--- config.mk ---
export PLATFORM = sky130hd
export DESIGN_NAME = icache_line_fill
export DESIGN_NICKNAME = d
export VERILOG_FILES = /design/src/rtl/icache_line_fill_pkg.sv /design/src/rtl/icache_line_fill_counter.sv /design/src/rtl/icache_line_fill.sv
export SDC_FILE = /design/constraint.sdc
export NUM_CORES = 1
export LEC_CHECK = 0
export CORE_ASPECT_RATIO = 0.7
export CORE_UTILIZATION = 30
export CTS_CLUSTER_SIZE = 12
export DETAILED_ROUTE_END_ITERATION = 8
export PLACE_DENSITY = 0.77
export SKIP_CTS_REPAIR_TIMING = 1
export SLEW_MARGIN = 20
export SYNTH_ARGS = -nofsm -noshare
export SYNTH_HDL_FRONTEND = slang
export SYNTH_SLANG_ARGS = --single-unit
--- constraint.sdc ---
create_clock -name clk -period 1.3 [get_ports clk]
set_input_delay 0.39 -clock clk [delete_from_list [all_inputs] [get_ports clk]]
set_output_delay 0.39 -clock clk [all_outputs]
set_load 0.02 [all_outputs]
--- src/rtl/icache_line_fill_pkg.sv ---
// Shared types and default geometry for the instruction-cache line-fill engine.
package my_pkg;

  localparam int ICACHE_WORDS_PER_LINE = 4;
  localparam int IMEM_LAT              = 2;

  typedef enum logic [2:0] {
    IDLE,
    ISSUE,
    WAIT,
    WRITE,
    DONE
  } fill_state_e;

  // Width of a counter that must hold values 0..n-1, never narrower than one bit.
  function automatic int cnt_width(input int n);
    return (n > 1) ? $clog2(n) : 1;
  endfunction

endpackage

--- src/rtl/icache_line_fill_counter.sv ---
// Generic up-counter with synchronous clear (priority over enable) and async active-low reset.
module up_counter #(
  parameter int WIDTH = 2
) (
  input  logic             clk,
  input  logic             rstn,
  input  logic             clr,
  input  logic             en,
  output logic [WIDTH-1:0] count
);

  always_ff @(posedge clk or negedge rstn) begin
    if (!rstn) begin
      count <= '0;
    end else if (clr) begin
      count <= '0;
    end else if (en) begin
      count <= count + WIDTH'(1);
    end
  end

endmodule

--- src/rtl/icache_line_fill.sv ---
// Fetches one cache line from instruction memory word by word after a miss,
// writing each word into the data array and finally the tag/valid entry.
module icache_line_fill
  import my_pkg::*;
#(
  parameter int WORDS_PER_LINE = ICACHE_WORDS_PER_LINE,
  parameter int MEM_LAT        = IMEM_LAT,
  localparam int IDX_W         = $clog2(WORDS_PER_LINE)
) (
  input  logic             clk,
  input  logic             rstn,
  input  logic             miss_req,
  input  logic [31:0]      miss_addr,
  input  logic             flush,
  output logic             mem_csb,
  output logic [31:0]      mem_addr,
  input  logic [31:0]      mem_rdata,
  output logic             cache_we_n,
  output logic [IDX_W-1:0] cache_widx,
  output logic [31:0]      cache_wdata,
  output logic             cache_tag_we,
  output logic             fill_busy,
  output logic             fill_done
);

  localparam int OFF_W = IDX_W + 2;
  localparam int LAT_W = cnt_width(MEM_LAT);
  localparam logic [31:0]      OFF_MASK = (32'd1 << OFF_W) - 32'd1;
  localparam logic [IDX_W-1:0] LAST_IDX = IDX_W'(WORDS_PER_LINE - 1);
  localparam logic [LAT_W-1:0] LAT_LAST = LAT_W'((MEM_LAT > 1) ? MEM_LAT - 2 : 0);

  fill_state_e      state;
  logic [31:0]      line_base;
  logic [IDX_W-1:0] idx;
  logic [LAT_W-1:0] lat;
  logic             idx_clr;
  logic             idx_en;
  logic             lat_clr;
  logic             lat_en;

  // The index saturates at the last word so the address never leaves the line.
  assign idx_clr = flush || (state == IDLE) || (state == DONE);
  assign idx_en  = (state == WRITE) && (idx != LAST_IDX);
  assign lat_clr = flush || (state != WAIT);
  assign lat_en  = (state == WAIT);

  up_counter #(.WIDTH(IDX_W)) u_idx_cnt (
    .clk   (clk),
    .rstn  (rstn),
    .clr   (idx_clr),
    .en    (idx_en),
    .count (idx)
  );

  up_counter #(.WIDTH(LAT_W)) u_lat_cnt (
    .clk   (clk),
    .rstn  (rstn),
    .clr   (lat_clr),
    .en    (lat_en),
    .count (lat)
  );

  always_ff @(posedge clk or negedge rstn) begin
    if (!rstn) begin
      state     <= IDLE;
      line_base <= '0;
    end else if (flush) begin
      state <= IDLE;
    end else begin
      case (state)
        IDLE: begin
          if (miss_req) begin
            line_base <= miss_addr & ~OFF_MASK;
            state     <= ISSUE;
          end
        end
        ISSUE:   state <= (MEM_LAT > 1) ? WAIT : WRITE;
        WAIT:    if (lat == LAT_LAST) state <= WRITE;
        WRITE:   state <= (idx == LAST_IDX) ? DONE : ISSUE;
        DONE:    state <= IDLE;
        default: state <= IDLE;
      endcase
    end
  end

  // Strobes are suppressed in a flush cycle so an aborted fill leaves no side effects.
  assign fill_busy    = (state != IDLE);
  assign mem_csb      = !((state == ISSUE) && !flush);
  assign mem_addr     = line_base | (32'(idx) << 2);
  assign cache_we_n   = !((state == WRITE) && !flush);
  assign cache_widx   = idx;
  assign cache_wdata  = mem_rdata;
  assign cache_tag_we = (state == DONE) && !flush;
  assign fill_done    = cache_tag_we;

endmodule

; ---- After elaboration in Yosys (flattened, before gate mapping)
; Index checks and enable logic that the tools add are counted.
[totals]
regBits = 34
in_bits = 68
[classes]
add_sub_neg = 2
n_eq_ne = 9
muxes = 9
n_bitwise = 2
n_reduce_logical = 16
[op_table]
columns = op, n
row1 = $or A32 B4 Y32, 1
row2 = $mux W3, 4
row3 = $pmux W3 S4, 1
row4 = $eq A3 B2 Y1 const B, 2
row5 = $ne A3 B3 Y1 const B, 2
row6 = $logic_and A1 B1 Y1, 4
row7 = $mux W2, 2
row8 = $reduce_bool A2 Y1, 2
row9 = $eq A3 B1 Y1 const B, 1
row10 = $eq A3 B3 Y1 const B, 1
row11 = $logic_not A1 Y1, 3
row12 = $logic_not A3 Y1, 1
row13 = $logic_or A1 B1 Y1, 3
row14 = $ne A3 B2 Y1 const B, 1
row15 = $reduce_and A3 Y1, 1
row16 = $reduce_bool A3 Y1, 1
row17 = $add A2 B1 Y2 const B, 1
row18 = $eq A2 B2 Y1 const B, 1
row19 = $mux W1, 2
row20 = $ne A2 B2 Y1 const B, 1
row21 = $reduce_and A2 Y1, 1
row22 = $add A1 B1 Y1 const B, 1
row23 = $not A1 Y1, 1

; ---- Logic depth before layout (Yosys ltp)
; Gate-level depths: netlist of run 1.
[logic_depth]
word_depth = 4
mapped_depth = 5

; ---- Modules after synthesis
; A second synthesis of run 1 with hierarchy kept.
[hier_totals]
hier_cells = 131
area_unflattened_um2 = 1741.7
[modules_own_cells]
columns = mod, instances, cells_each, area_each_um2, seq_area_each_um2
row1 = icache_line_fill, 1, 121, 1615.3, 775.7
row2 = up_counter at u_idx_cnt, 1, 7, 88.8, 50.0
row3 = up_counter at u_lat_cnt, 1, 3, 37.5, 25.0

; ---- Worst setup path after synthesis of run 1
; Ideal clock, no wire load.
[synth_path]
kind = register to output
startpoint = register state[0]
endpoint = output fill_done
t_arrival_ns = 1.662
required_ns = 0.910
path_slack_ns = -0.752
path_stages_with_launch = 4
path_buffers = 2
path_cell_list = dfrtp_1 buf_2 nor4b_1 buf_4
[synth_via]
elab_chain_cells = 2
[synth_rtl]
columns = element, line_no
row1 = start: declaration, icache_line_fill.sv:32  ; fill_state_e state;
row2 = start signal: assignment, icache_line_fill.sv:77  ; ISSUE: state <= (MEM_LAT > 1) ? WAIT : WRITE;
row3 = start signal: assignment, icache_line_fill.sv:79  ; WRITE: state <= (idx == LAST_IDX) ? DONE : ISSUE;
row4 = $eq A3 B3 Y1, icache_line_fill.sv:93  ; assign cache_tag_we = (state == DONE) && !flush;
row5 = $logic_and A1 B1 Y1, icache_line_fill.sv:93
row6 = end: declaration, icache_line_fill.sv:23  ; output logic fill_done
; Every way passes these cells.

; ---- Worst setup path after layout of run 1
[layout_path]
startpoint = register state[1]
endpoint = output fill_busy
[layout_via]
elab_chain_cells = 1
[layout_rtl]
columns = element, line_no
row1 = $reduce_bool A3 Y1, icache_line_fill.sv:87  ; assign fill_busy = (state != IDLE);
row2 = end: declaration, icache_line_fill.sv:22  ; output logic fill_busy,
; Every way passes these cells.

==> results of run 1 <==
[how the worst max path moves through the flow]
stage | startpoint | end | slack, ns | cells after the start
after global placement | flush | fill_done | -0.93 | 3
after floorplan | state[0] | fill_done | -0.25 | 3
after CTS | flush | fill_done | -0.94 | 3
after detailed placement | flush | fill_done | -0.94 | 3
final | state[1] | fill_busy | -0.35 | 2
after global routing | state[1] | mem_csb | -0.39 | 5
[cells in the final DEF (no fill, tap or decap), types with 2 or more instances in the layout]
cell | synthesis | routed
clkbuf_8 | 0 | 6
inv_1 | 3 | 2
clkbuf_2 | 0 | 11
dlymetal6s2s_1 | 0 | 20
mux2_4 | 20 | 20
conb_1 | 1 | 2
nor2_1 | 2 | 2
mux2_2 | 8 | 8
buf_6 | 3 | 8
nor4b_4 | 0 | 2
buf_12 | 0 | 2
clkdlybuf4s50_1 | 0 | 29
nand2b_1 | 4 | 4
dfrtp_2 | 0 | 5
dfrtp_1 | 34 | 29
buf_4 | 37 | 19
[cells in the mapped netlist]
master / instances
nor4_1: 1
nor3_1: 1
inv_1: 3
a21o_1: 1
or3_1: 1
mux2_4: 20
nor2_1: 2
a21oi_1: 2
o32ai_1: 2
o21a_1: 1
dfrtp_1: 34
buf_2: 2
nand4_4: 1
and3_1: 1
xnor2_1: 1
nand2b_1: 4
buf_4: 37
buf_6: 3
nand3_1: 2
a31oi_1: 1
ha_1: 1
mux2_2: 8
nor4b_1: 2
nor2_4: 1
conb_1: 1
nor2b_1: 1
[sequential cells by signal (all words and copies together) (netlist names)]
signal / flops
line_base: 28
u_idx_cnt.count: 2
state: 3
u_lat_cnt.count: 1
[area by class of cell]
type                            count  area [um2]  share of cell area
Clock buffer                        7       86.33             0.03314
Tap cell                           72       90.09             0.03458
Clock inverter                      1       30.03             0.01153
Multi-Input combinational cell     56       654.4              0.2512
Timing Repair Buffer               90       873.3              0.3353
Sequential cell                    34       857.1              0.3290
Inverter                            3       13.76            0.005283
[where the power goes]
| group | internal (mW) | total [mW] | switching (mW) |
|---|---|---|---|
| registers | 1.39 | 1.57 | 0.184 |
| logic | 1.04 | 1.88 | 0.834 |
| clock network | 0.625 | 0.985 | 0.360 |
[routing by layer]
layer / vias up / routed length (um) / global-route usage
li1: 521 / - / -
met1: 542 / 1600 / 0.1528
met2: 54 / 1587 / 0.1606
met3: 6 / 299 / 0.04828
met4: 0 / 36 / 0.05192
met5: - / 0 / 0
[cells by family (layout without fill, tap and decap cells)]
kind of cell,Yosys count,in the layout,share of synthesized area
buffers and inverters,45,101,0.1880
flip-flops,34,34,0.4806
multiplexers,28,28,0.2205
AND/OR/NAND/NOR,17,17,0.06926
AO/OA/AOI/OAI,7,7,0.02757
adder cells (fa/ha/maj),1,1,0.007066
other,1,2,0.002118
XOR/XNOR,1,1,0.004948
==> metrics.md, run 1 <==
| Metric | Value |
|---|---|
| Slew Limit Fails | 0 |
| Post-Layout Cell Count | 263 |
| Port-buffer cells | 68 |
| Initial core utilization | 0.3248 |
| R2R Path Start | state[1] |
| Synth unique cells | 26 |
| Pwr Total | 4.436 mW |
| Global route total overflow | 0 |
| Crit path max fanout | 4 |
| Pre-antenna DRT Iters | 3 |
| RSZ-0062 raised after global routing | true |
| Routed WL | 3524 um |
| Flop-to-flop setup slack | -0.30 ns |
| Clock sink count | 34 |
| Via count | 1123 |
| Maxcap violations | 0 |
| Peak supply drop | 0.6606 mV |
| CP startpoint kind | flip-flop |
| Final Net Count | 259 |
| Family with the most delay on the worst path | flip-flops |
| Req. time, crit path | 0.91 ns |
| DR iter-0 viols | 19 |
| Critical path, cell by cell | or3_4 > buf_6 |
| Register area share after synthesis | 0.4806 |
| Layout fillers | 512 |
| Failing checks | setup timing |
| Synth Area per Inst | 13.21 um2 |
| Status | finished, violations left |
| Leak Pwr | 1.347 nW |
| Final Cell Area | 0.002605 mm2 |
| Hold Slack | 0.04953 ns |
| Max Clk Rate | 0.6079 GHz |
| First-pass GRT wire length | 5368 um |
| Post-synth top area share | 0.4806 |
| Worst-path clk slew | 0.07 ns |
| # DRC | 0 |
| CP max stage delay | 0.44 ns |
| Main area contributors after synthesis | dfrtp_1, mux2_4, buf_4 |
| Flops & latches, synth | 34 |
| Die Span Y | 66.28 um |
| Global Route Usage Sum | 0.1150 |
| Dpl ws | -0.9394 ns |
| Worst-case reg-to-reg path depth | 7 |
| TNS Setup | -9.379 ns |
| Clk buf depth | 2 |
| Largest net degree at the start of global routing | 21 |
| Crit end category | output port |
| Routed Antenna Nets | 0 |
| Placed insts | 250 |
| H-tree levels | 2 |
| Vias per cell | 4.270 |
| Die ar. | 0.006218 mm2 |
| Die X | 93.82 um |
| CP max-delay cell | dfrtp_2 |
| Initial antenna violation count | 0 |
| CP Class | reg2out |
| Ys Warns | 0 |
| P&R area growth vs syn | 47.14% |
| Core Region | 0.005450 mm2 |
| Area of the mapped netlist | 0.001770 mm2 |
| Endpoints failing setup | 36 |
| Clock Latency Late Sink | 0.28 ns |
| Final core utilization | 0.4780 |
| Share of layout cells above drive strength 1 | 0.4764 |
| CP bufs+invs | 1 |
| Tmin final | 1.645 ns |
| Post-DP Area | 0.002387 mm2 |
| Final Hold Vio Count | 0 |
| Worst Setup Slack, final | -0.3451 ns |
| TritonCTS clock tree | built |
| Period utilization | 1.265 |
| Rows | 22 |
| Placer Congestion | 0.7348 |
| Crit path arrival time | 1.26 ns |
| Worst Hold Class | in2async |
| Final Skew | 0.01005 ns |
| Num CTS Buffers | 5 |
| Clock Root Buffer | clkbuf_8 |
| Yosys top cell by area | dfrtp_1 |
| IO Pins | 139 |
| N_diodes | 0 |
| Total power per unit cell area | 1703 mW/mm2 |
| Gate Count Post-Synth | 134 |
| Reg-to-Reg End | line_base[14] |
| Vias in the first global route | 1114 |
| Final HPWL from detailed placement | 2581 um |
| Wire per inst | 13.40 um |
Note: power is estimated with default switching activity, not from simulation.
==> run 2, diff against run 1 <==
--- a/config.mk
+++ b/config.mk
@@ -5,11 +5,14 @@
 export SDC_FILE = /design/constraint.sdc
 export NUM_CORES = 1
 export LEC_CHECK = 0
+export ABC_AREA = 1
+export CELL_PAD_IN_SITES_DETAIL_PLACEMENT = 0
+export CELL_PAD_IN_SITES_GLOBAL_PLACEMENT = 2
 export CORE_ASPECT_RATIO = 0.7
-export CORE_UTILIZATION = 30
+export CORE_UTILIZATION = 15
 export CTS_CLUSTER_SIZE = 12
 export DETAILED_ROUTE_END_ITERATION = 8
-export PLACE_DENSITY = 0.77
+export PLACE_DENSITY_LB_ADDON = 0.1
 export SKIP_CTS_REPAIR_TIMING = 1
 export SLEW_MARGIN = 20
 export SYNTH_ARGS = -nofsm -noshare
==> run 2 against run 1 <==
Effect of this change: the flow finishes with violations (hold timing, setup timing); sequential cell count stayed put; non-clock buffer count grew 1; maximum frequency grew 3.3%.
==> metrics.md, run 2 <==
| Metric | Value |
|---|---|
| Status | finished, violations left (unchanged) |
| Failing checks | hold timing, setup timing (was setup timing) |
| Worst Hold Class | in2async (unchanged) |
| Final Hold Vio Count | 4 (was 0) |
| Routed Antenna Nets | 0 (unchanged) |
| IO Pins | 139 (unchanged) |
| Period utilization | 1.225 (was 1.265) |
| Synth cell count leaders | nand2_1, buf_4, inv_1, dfrtp_1, o21ai_2 (was buf_4, dfrtp_1, mux2_4, mux2_2, nand2b_1) |
| Max reg flops | 28 (unchanged) |
| Crit end category | output port (unchanged) |
| Clock power share | 0.301 (was 0.222) |
| N_diodes | 0 (unchanged) |
| Initial antenna violation count | 0 (unchanged) |
| Via count | 1366 (was 1123) |
| Die ar. | 0.01239 mm2 (was 0.006218 mm2) |
| Flop-to-flop setup slack | -0.13 ns (was -0.30 ns) |
| Area of the mapped netlist | 0.001792 mm2 (was 0.001770 mm2) |
| Placed insts | 391 (was 250) |
| Int Pwr | 2.719 mW (was 3.059 mW) |
| Leak Pwr | 1.634 nW (was 1.347 nW) |
| Endpoints failing setup | 33 (was 36) |
| Fraction of registers with async set/reset | 1.000 (unchanged) |
| DR iter-0 viols | 42 (was 19) |
| Final HPWL from detailed placement | 3171 um (was 2581 um) |
| Biggest regs | line_base x28, state x3, u_idx_cnt.count x2 (unchanged) |
| Maxcap violations | 0 (unchanged) |
| Crit path arrival time | 1.20 ns (was 1.26 ns) |
| TritonCTS clock tree | built (unchanged) |
| First-pass GRT wire length | 6996 um (was 5368 um) |
| Placer Congestion | 0.6440 (was 0.7348) |
| Most frequent cells in the layout | inv_1, dfrtp_1, clkdlybuf4s50_1, dlymetal6s2s_1, o21ai_2 (was clkdlybuf4s50_1, dfrtp_1, mux2_4, dlymetal6s2s_1, buf_4) |
| RSZ-0062 raised after global routing | true (unchanged) |
| Clock Latency Late Sink | 0.28 ns (about the same) |
| Worst Setup Slack, final | -0.2927 ns (was -0.3451 ns) |
| Synth unique cells | 18 (was 26) |
| Routed WL | 5433 um (was 3524 um) |
| Yosys top cell by area | dfrtp_1 (unchanged) |
| Worst-path clk slew | 0.06 ns (was 0.07 ns) |
| CP Class | reg2out (unchanged) |
| Commonest non-fill, non-tap cell in the layout | inv_1 |
| Ys Warns | 0 (unchanged) |
| Most frequent cell after synthesis | nand2_1 (was buf_4) |
| CP startpoint kind | flip-flop (unchanged) |
| Wire per inst | 13.32 um (was 13.40 um) |
| Max Clk Rate | 0.6279 GHz (was 0.6079 GHz) |
| CP startpoint | state[2] (was state[1]) |
| Clock sink count | 34 (unchanged) |
| TNS Setup | -3.974 ns (was -9.379 ns) |
| Tmin final | 1.593 ns (was 1.645 ns) |
| Biggest register | line_base (unchanged) |
| Hold Slack | -0.002777 ns (was 0.04953 ns) |
| Port-buffer cells | 68 (unchanged) |
| Vias per cell | 3.348 (was 4.270) |
| Final Net Count | 323 (was 259) |
| Die Span Y | 93.44 um (was 66.28 um) |
| Share of layout cells above drive strength 1 | 0.3608 (was 0.4764) |
| Global route total overflow | 0 (unchanged) |
| Register area share after synthesis | 0.4749 (was 0.4806) |
| Post-synth EDFFs | 0 (unchanged) |
| Clock Root Buffer | clkbuf_16 (was clkbuf_8) |
| R2R Path Start | state[2] (was state[1]) |
| Final Cell Area | 0.002838 mm2 (was 0.002605 mm2) |
| Rows | 32 (was 22) |
| Die X | 132.6 um (was 93.82 um) |
| Gate Count Post-Synth | 198 (was 134) |
| Worst-case reg-to-reg path depth | 7 (unchanged) |
| Layout fillers | 1241 (was 512) |
| Vias in the first global route | 1303 (was 1114) |
| Part of the power in registers | 0.355 (about the same) |
| Sw frac | 0.3291 (was 0.3106) |
| Post-synth top area share | 0.4749 (was 0.4806) |
| Main area contributors after synthesis | dfrtp_1, buf_4, o21ai_2 (was dfrtp_1, mux2_4, buf_4) |
| Pre-antenna DRT Iters | 2 (was 3) |
| Core Region | 0.01133 mm2 (was 0.005450 mm2) |
| Largest net degree at the start of global routing | 57 (was 21) |
| Initial core utilization | 0.1581 (was 0.3248) |
| Num CTS Buffers | 5 (unchanged) |
| Slew Limit Fails | 0 (unchanged) |
| Post-synth top flop | dfrtp_1 (unchanged) |
| Peak supply drop | 0.4549 mV (was 0.6606 mV) |
| Req. time, crit path | 0.91 ns (about the same) |
| Comb pwr share | 0.344 (was 0.423) |
| Synth Area per Inst | 9.049 um2 (was 13.21 um2) |
| Total power per unit cell area | 1428 mW/mm2 (was 1703 mW/mm2) |
| P&R area growth vs syn | 58.38% (was 47.14%) |
| Reg-to-Reg End | line_base[4] (was line_base[14]) |
| Post-Layout Cell Count | 408 (was 263) |
| Post-DP Area | 0.002470 mm2 (was 0.002387 mm2) |
| Flops & latches, synth | 34 (unchanged) |
| Final Skew | 0.002349 ns (was 0.01005 ns) |
| H-tree levels | 2 (unchanged) |
| Crit path max fanout | 3 (was 4) |
| Global Route Usage Sum | 0.07587 (was 0.1150) |
| # DRC | 0 (unchanged) |
| Psw | 1.334 mW (was 1.378 mW) |
| Clk buf depth | 2 (unchanged) |
## run 2: cell count changes after synthesis, sizes merged, moves of 2 or more
cell    before  now
nand2        0   39
inv          3   35
mux2        28    0
o21ai        0   28
nor2         3    8
nand2b       4    0
nand3        2    6
a21oi        2    0
nor4b        2    0
o32ai        2    0
## run 2: through the flow
stage	total power, mW	worst slack (ns)	util
after detailed placement	2.810	-0.9173	0.2180
after floorplan	2.225	-0.1633	-
after CTS	4.086	-0.9280	0.2310
after global routing	4.323	-0.3606	0.2504
after global placement	2.816	-0.9097	0.2180
final	4.052	-0.2927	0.2504
## run 2: logic make-up (layout without fill, tap and decap cells)
logic type	after synthesis	in the layout	share of synthesized area
DFF	34	34	0.4749
buffers and inverters	78	134	0.2619
and+or+nand+nor	56	56	0.1341
adders and majority gates	1	1	0.006982
other	1	2	0.002093
AOI/OAI and AO/OA	28	28	0.1201
## run 2: worst max-delay path by stage
stage | endpoint | cells past startpoint | slack, ns
2_1_floorplan | fill_done | 2 | -0.16
3_3_place_gp | mem_csb | 5 | -0.91
3_5_place_dp | cache_tag_we | 3 | -0.92
4_1_cts | mem_csb | 5 | -0.93
5_1_grt | mem_csb | 4 | -0.36
6_report | mem_csb | 4 | -0.29
## run 2: metal layers
layer	GRT usage	vias to the layer above	part of all wire
met2	0.09386	60	0.39
met5	0	-	0
met4	0.02778	0	0.0039
li1	-	677	-
met1	0.1050	627	0.52
met3	0.04282	2	0.081
## run 2: power by group through the flow
stage	clock network [mW]	logic (mW)	registers (mW)
3_3_place_gp	0	1.38	1.44
2_1_floorplan	0	0.514	1.71
3_5_place_dp	0	1.37	1.44
4_1_cts	1.29	1.37	1.43
5_1_grt	1.33	1.52	1.48
6_report	1.22	1.39	1.44
## run 2: cell type report
class                           instances  area (um2)  area share
Clock inverter                          1       5.005    0.001764
Inverter                               35       131.4     0.04630
Timing Repair Buffer                   91       952.2      0.3355
Clock buffer                            7       142.6     0.05026
Tap cell                              153       191.4     0.06746
Multi-Input combinational cell         87       561.8      0.1980
Sequential cell                        34       853.3      0.3007
## run 2: worst max-delay path, stage by stage, from the launching register on
cell	delay, ns
dfrtp_1	0.39
buf_6	0.13
nor2_4	0.13
nand3_1	0.10
buf_2	0.17
==> run 3, diff against run 2 <==
--- a/config.mk
+++ b/config.mk
@@ -17,4 +17,5 @@
 export SLEW_MARGIN = 20
 export SYNTH_ARGS = -nofsm -noshare
 export SYNTH_HDL_FRONTEND = slang
+export SYNTH_HIERARCHICAL = 1
 export SYNTH_SLANG_ARGS = --single-unit
==> run 3 against run 2 <==
Effect of this change: the run ends with setup timing left; non-clock buffer count rose by 4; setup slack better by 0.025 ns; register-to-register slack improved by 0.03 ns; synthesized cell count grew 3.5%; die area grew 1.4%; maximum frequency rose by 1.6%; sequential share of layout area decreased by 1.6 points; routed wire length is 6.7% lower; global-route usage rose by 0.21 points; critical path type unchanged; largest power group unchanged.
==> metrics.md, run 3 <==
| Metric | Value |
|---|---|
| CP Class | reg2out (unchanged) |
| Die X | 133.5 um (was 132.6 um) |
| Layout fillers | 1271 (was 1241) |
| Clk buf depth | 2 (unchanged) |
| H-tree levels | 2 (unchanged) |
| Pwr Total | 4.039 mW (was 4.052 mW) |
| Status | finished, violations left (unchanged) |
| CP startpoint kind | flip-flop (unchanged) |
| Worst Setup Slack, final | -0.2675 ns (was -0.2927 ns) |
| Synth cell count leaders | nand2_1, buf_4, inv_1, dfrtp_1, o21ai_2 (unchanged) |
| Routed WL | 5068 um (was 5433 um) |
| Die ar. | 0.01256 mm2 (was 0.01239 mm2) |
| Port-buffer cells | 68 (unchanged) |
| Ys Warns | 6 (was 0) |
| Most frequent cell after synthesis | nand2_1 (unchanged) |
| Die Span Y | 94.08 um (was 93.44 um) |
| Initial core utilization | 0.1544 (was 0.1581) |
| Register area share after synthesis | 0.4683 (was 0.4749) |
| Main area contributors after synthesis | dfrtp_1, buf_4, o21ai_2 (unchanged) |
| Area of the mapped netlist | 0.001817 mm2 (was 0.001792 mm2) |
| P&R area growth vs syn | 65.01% (was 58.38%) |
| Most frequent cells in the layout | inv_1, dfrtp_1, clkdlybuf4s50_1, clkbuf_2 (was inv_1, dfrtp_1, clkdlybuf4s50_1, dlymetal6s2s_1, o21ai_2) |
| Synth Area per Inst | 8.862 um2 (was 9.049 um2) |
| Largest net degree at the start of global routing | 35 (was 57) |
| Crit path max fanout | 6 (was 3) |
| Vias in the first global route | 1338 (was 1303) |
| Tmin final | 1.567 ns (was 1.593 ns) |
| Yosys top cell by area | dfrtp_1 (unchanged) |
| Synth unique cells | 19 (was 18) |
| Core Region | 0.01177 mm2 (was 0.01133 mm2) |
| Flops & latches, synth | 34 (unchanged) |
| Post-synth top flop | dfrtp_1 (unchanged) |
| Biggest register | line_base (unchanged) |
| RSZ-0062 raised after global routing | true (unchanged) |
| Fraction of registers with async set/reset | 1.000 (unchanged) |
| Crit path arrival time | 1.18 ns (was 1.20 ns) |
| Failing checks | setup timing (was hold timing, setup timing) |
| Initial antenna violation count | 0 (unchanged) |
| Clock Root Buffer | clkbuf_16 (unchanged) |
| First-pass GRT wire length | 7251 um (was 6996 um) |
| Crit end category | output port (unchanged) |
| R2R Path Start | state[0] (was state[2]) |
| Leak Pwr | 1.484 nW (was 1.634 nW) |
| TNS Setup | -3.109 ns (was -3.974 ns) |
| Period utilization | 1.206 (was 1.225) |
| TritonCTS clock tree | built (unchanged) |
| Pre-antenna DRT Iters | 3 (was 2) |
| Post-synth top area share | 0.4683 (was 0.4749) |
| Vias per cell | 3.315 (was 3.348) |
| Biggest regs | line_base x28, state x3, u_idx_cnt/count x2 (was line_base x28, state x3, u_idx_cnt.count x2) |
| Post-synth EDFFs | 0 (unchanged) |
| Num CTS Buffers | 5 (unchanged) |
| Worst Hold Class | in2async (unchanged) |
| Global Route Usage Sum | 0.07801 (was 0.07587) |
| Total power per unit cell area | 1347 mW/mm2 (was 1428 mW/mm2) |
| Gate Count Post-Synth | 205 (was 198) |
| DR iter-0 viols | 38 (was 42) |
| Max reg flops | 28 (unchanged) |
| Clock sink count | 34 (unchanged) |
| N_diodes | 0 (unchanged) |
| Final core utilization | 0.2548 (was 0.2504) |
| Rows | 33 (was 32) |
| Endpoints failing setup | 33 (unchanged) |
| Slew Limit Fails | 0 (unchanged) |
| Routed Antenna Nets | 0 (unchanged) |
| Final Skew | 0.002754 ns (was 0.002349 ns) |
| Via count | 1399 (was 1366) |
| Hold Slack | 0.07995 ns (was -0.002777 ns) |
| Peak supply drop | 0.4637 mV (was 0.4549 mV) |
| Global route total overflow | 0 (unchanged) |
| Share of layout cells above drive strength 1 | 0.5132 (was 0.3608) |
| IO Pins | 139 (unchanged) |
| Final HPWL from detailed placement | 3126 um (was 3171 um) |
| Maxcap violations | 0 (unchanged) |
| CP startpoint | state[0] (was state[2]) |
| Final Hold Vio Count | 0 (was 4) |
| Wire per inst | 12.01 um (was 13.32 um) |
| Clock Latency Late Sink | 0.27 ns (was 0.28 ns) |
| Dpl ws | -0.8380 ns (was -0.9173 ns) |
| # DRC | 0 (unchanged) |
| Placer Congestion | 0.6697 (was 0.6440) |
| Req. time, crit path | 0.91 ns (about the same) |
| Max Clk Rate | 0.6380 GHz (was 0.6279 GHz) |
| Final Net Count | 333 (was 323) |
| Worst-path clk slew | 0.05 ns (was 0.06 ns) |
==> run 3: changes by cell type in the layout (fill, tap and decap cells not counted), sizes merged <==
| cell | previous run | this run |
|---|---|---|
| a21oi | 0 | 3 |
| a31oi | 0 | 1 |
| buf | 26 | 31 |
| clkbuf | 19 | 40 |
| clkinv | 1 | 0 |
| dlymetal6s2s | 24 | 2 |
| ha | 1 | 0 |
| inv | 35 | 37 |
| nand2 | 39 | 38 |
| nand3 | 6 | 7 |
| nor2 | 8 | 10 |
| nor3 | 0 | 1 |
| nor4 | 1 | 0 |
==> run 3: worst max-delay path, cell delays in order (launching register included) <==
cell and delay (ns):
dfrtp_2 0.38, buf_4 0.17, nand4_1 0.16, buf_4 0.20
==> run 3: cells by family (layout without fill, tap and decap cells) <==
| group | after synthesis | in the layout | synth area share |
|---|---|---|---|
| compound gates | 32 | 32 | 0.1302 |
| buf+inv | 80 | 139 | 0.2631 |
| other cells | 1 | 2 | 0.002064 |
| flops | 34 | 34 | 0.4683 |
| simple gates | 58 | 58 | 0.1364 |
==> run 3: layout make-up <==
type                    count  area [um2]  share of cell area
multi-input cells          92       768.2              0.2563
repair buffers             95       907.1              0.3026
inverters                  37       141.4             0.04716
flip-flops and latches     34       852.1              0.2842
clock buffers               7       132.6             0.04424
well taps                 157       196.4             0.06553
==> run 3: path summary, 6_finish.rpt <==
| path | endpoint | slack, ns | cells after the start |
|---|---|---|---|
| worst max-delay path | cache_we_n | -0.27 | 3 |
| worst min-delay path | line_base[14] | 0.08 | 2 |
| min in group clk | state[1] | 0.46 | 3 |
| max in group asynchronous | state[0] | 1.01 | 2 |
| worst min register to register | line_base[7] | 0.50 | 2 |
| worst max register to register | line_base[9] | -0.10 | 8 |
==> run 3: layer usage <==
| metal | track usage | wire length [um] | vias up |
|---|---|---|---|
| li1 | - | - | 709 |
| met1 | 0.1099 | 2629 | 638 |
| met2 | 0.09852 | 2052 | 46 |
| met3 | 0.03776 | 330 | 6 |
| met4 | 0.02936 | 55 | 0 |
| met5 | 0 | 0 | - |
==> run 3: metrics by stage <==
stage / area, um2 / std cells
2_1_floorplan: 1837 / 206
3_3_place_gp: 2516 / 403
3_5_place_dp: 2516 / 403
4_1_cts: 2649 / 410
5_1_grt: 2998 / 422
6_report: 2998 / 422
==> run 3: power breakdown <==
group / total [mW] / internal, mW / switching [mW] / leakage, nW
Combinational: 1.42 / 0.671 / 0.745 / 0.991
Clock: 1.12 / 0.700 / 0.417 / 0.0640
Sequential: 1.51 / 1.28 / 0.225 / 0.429
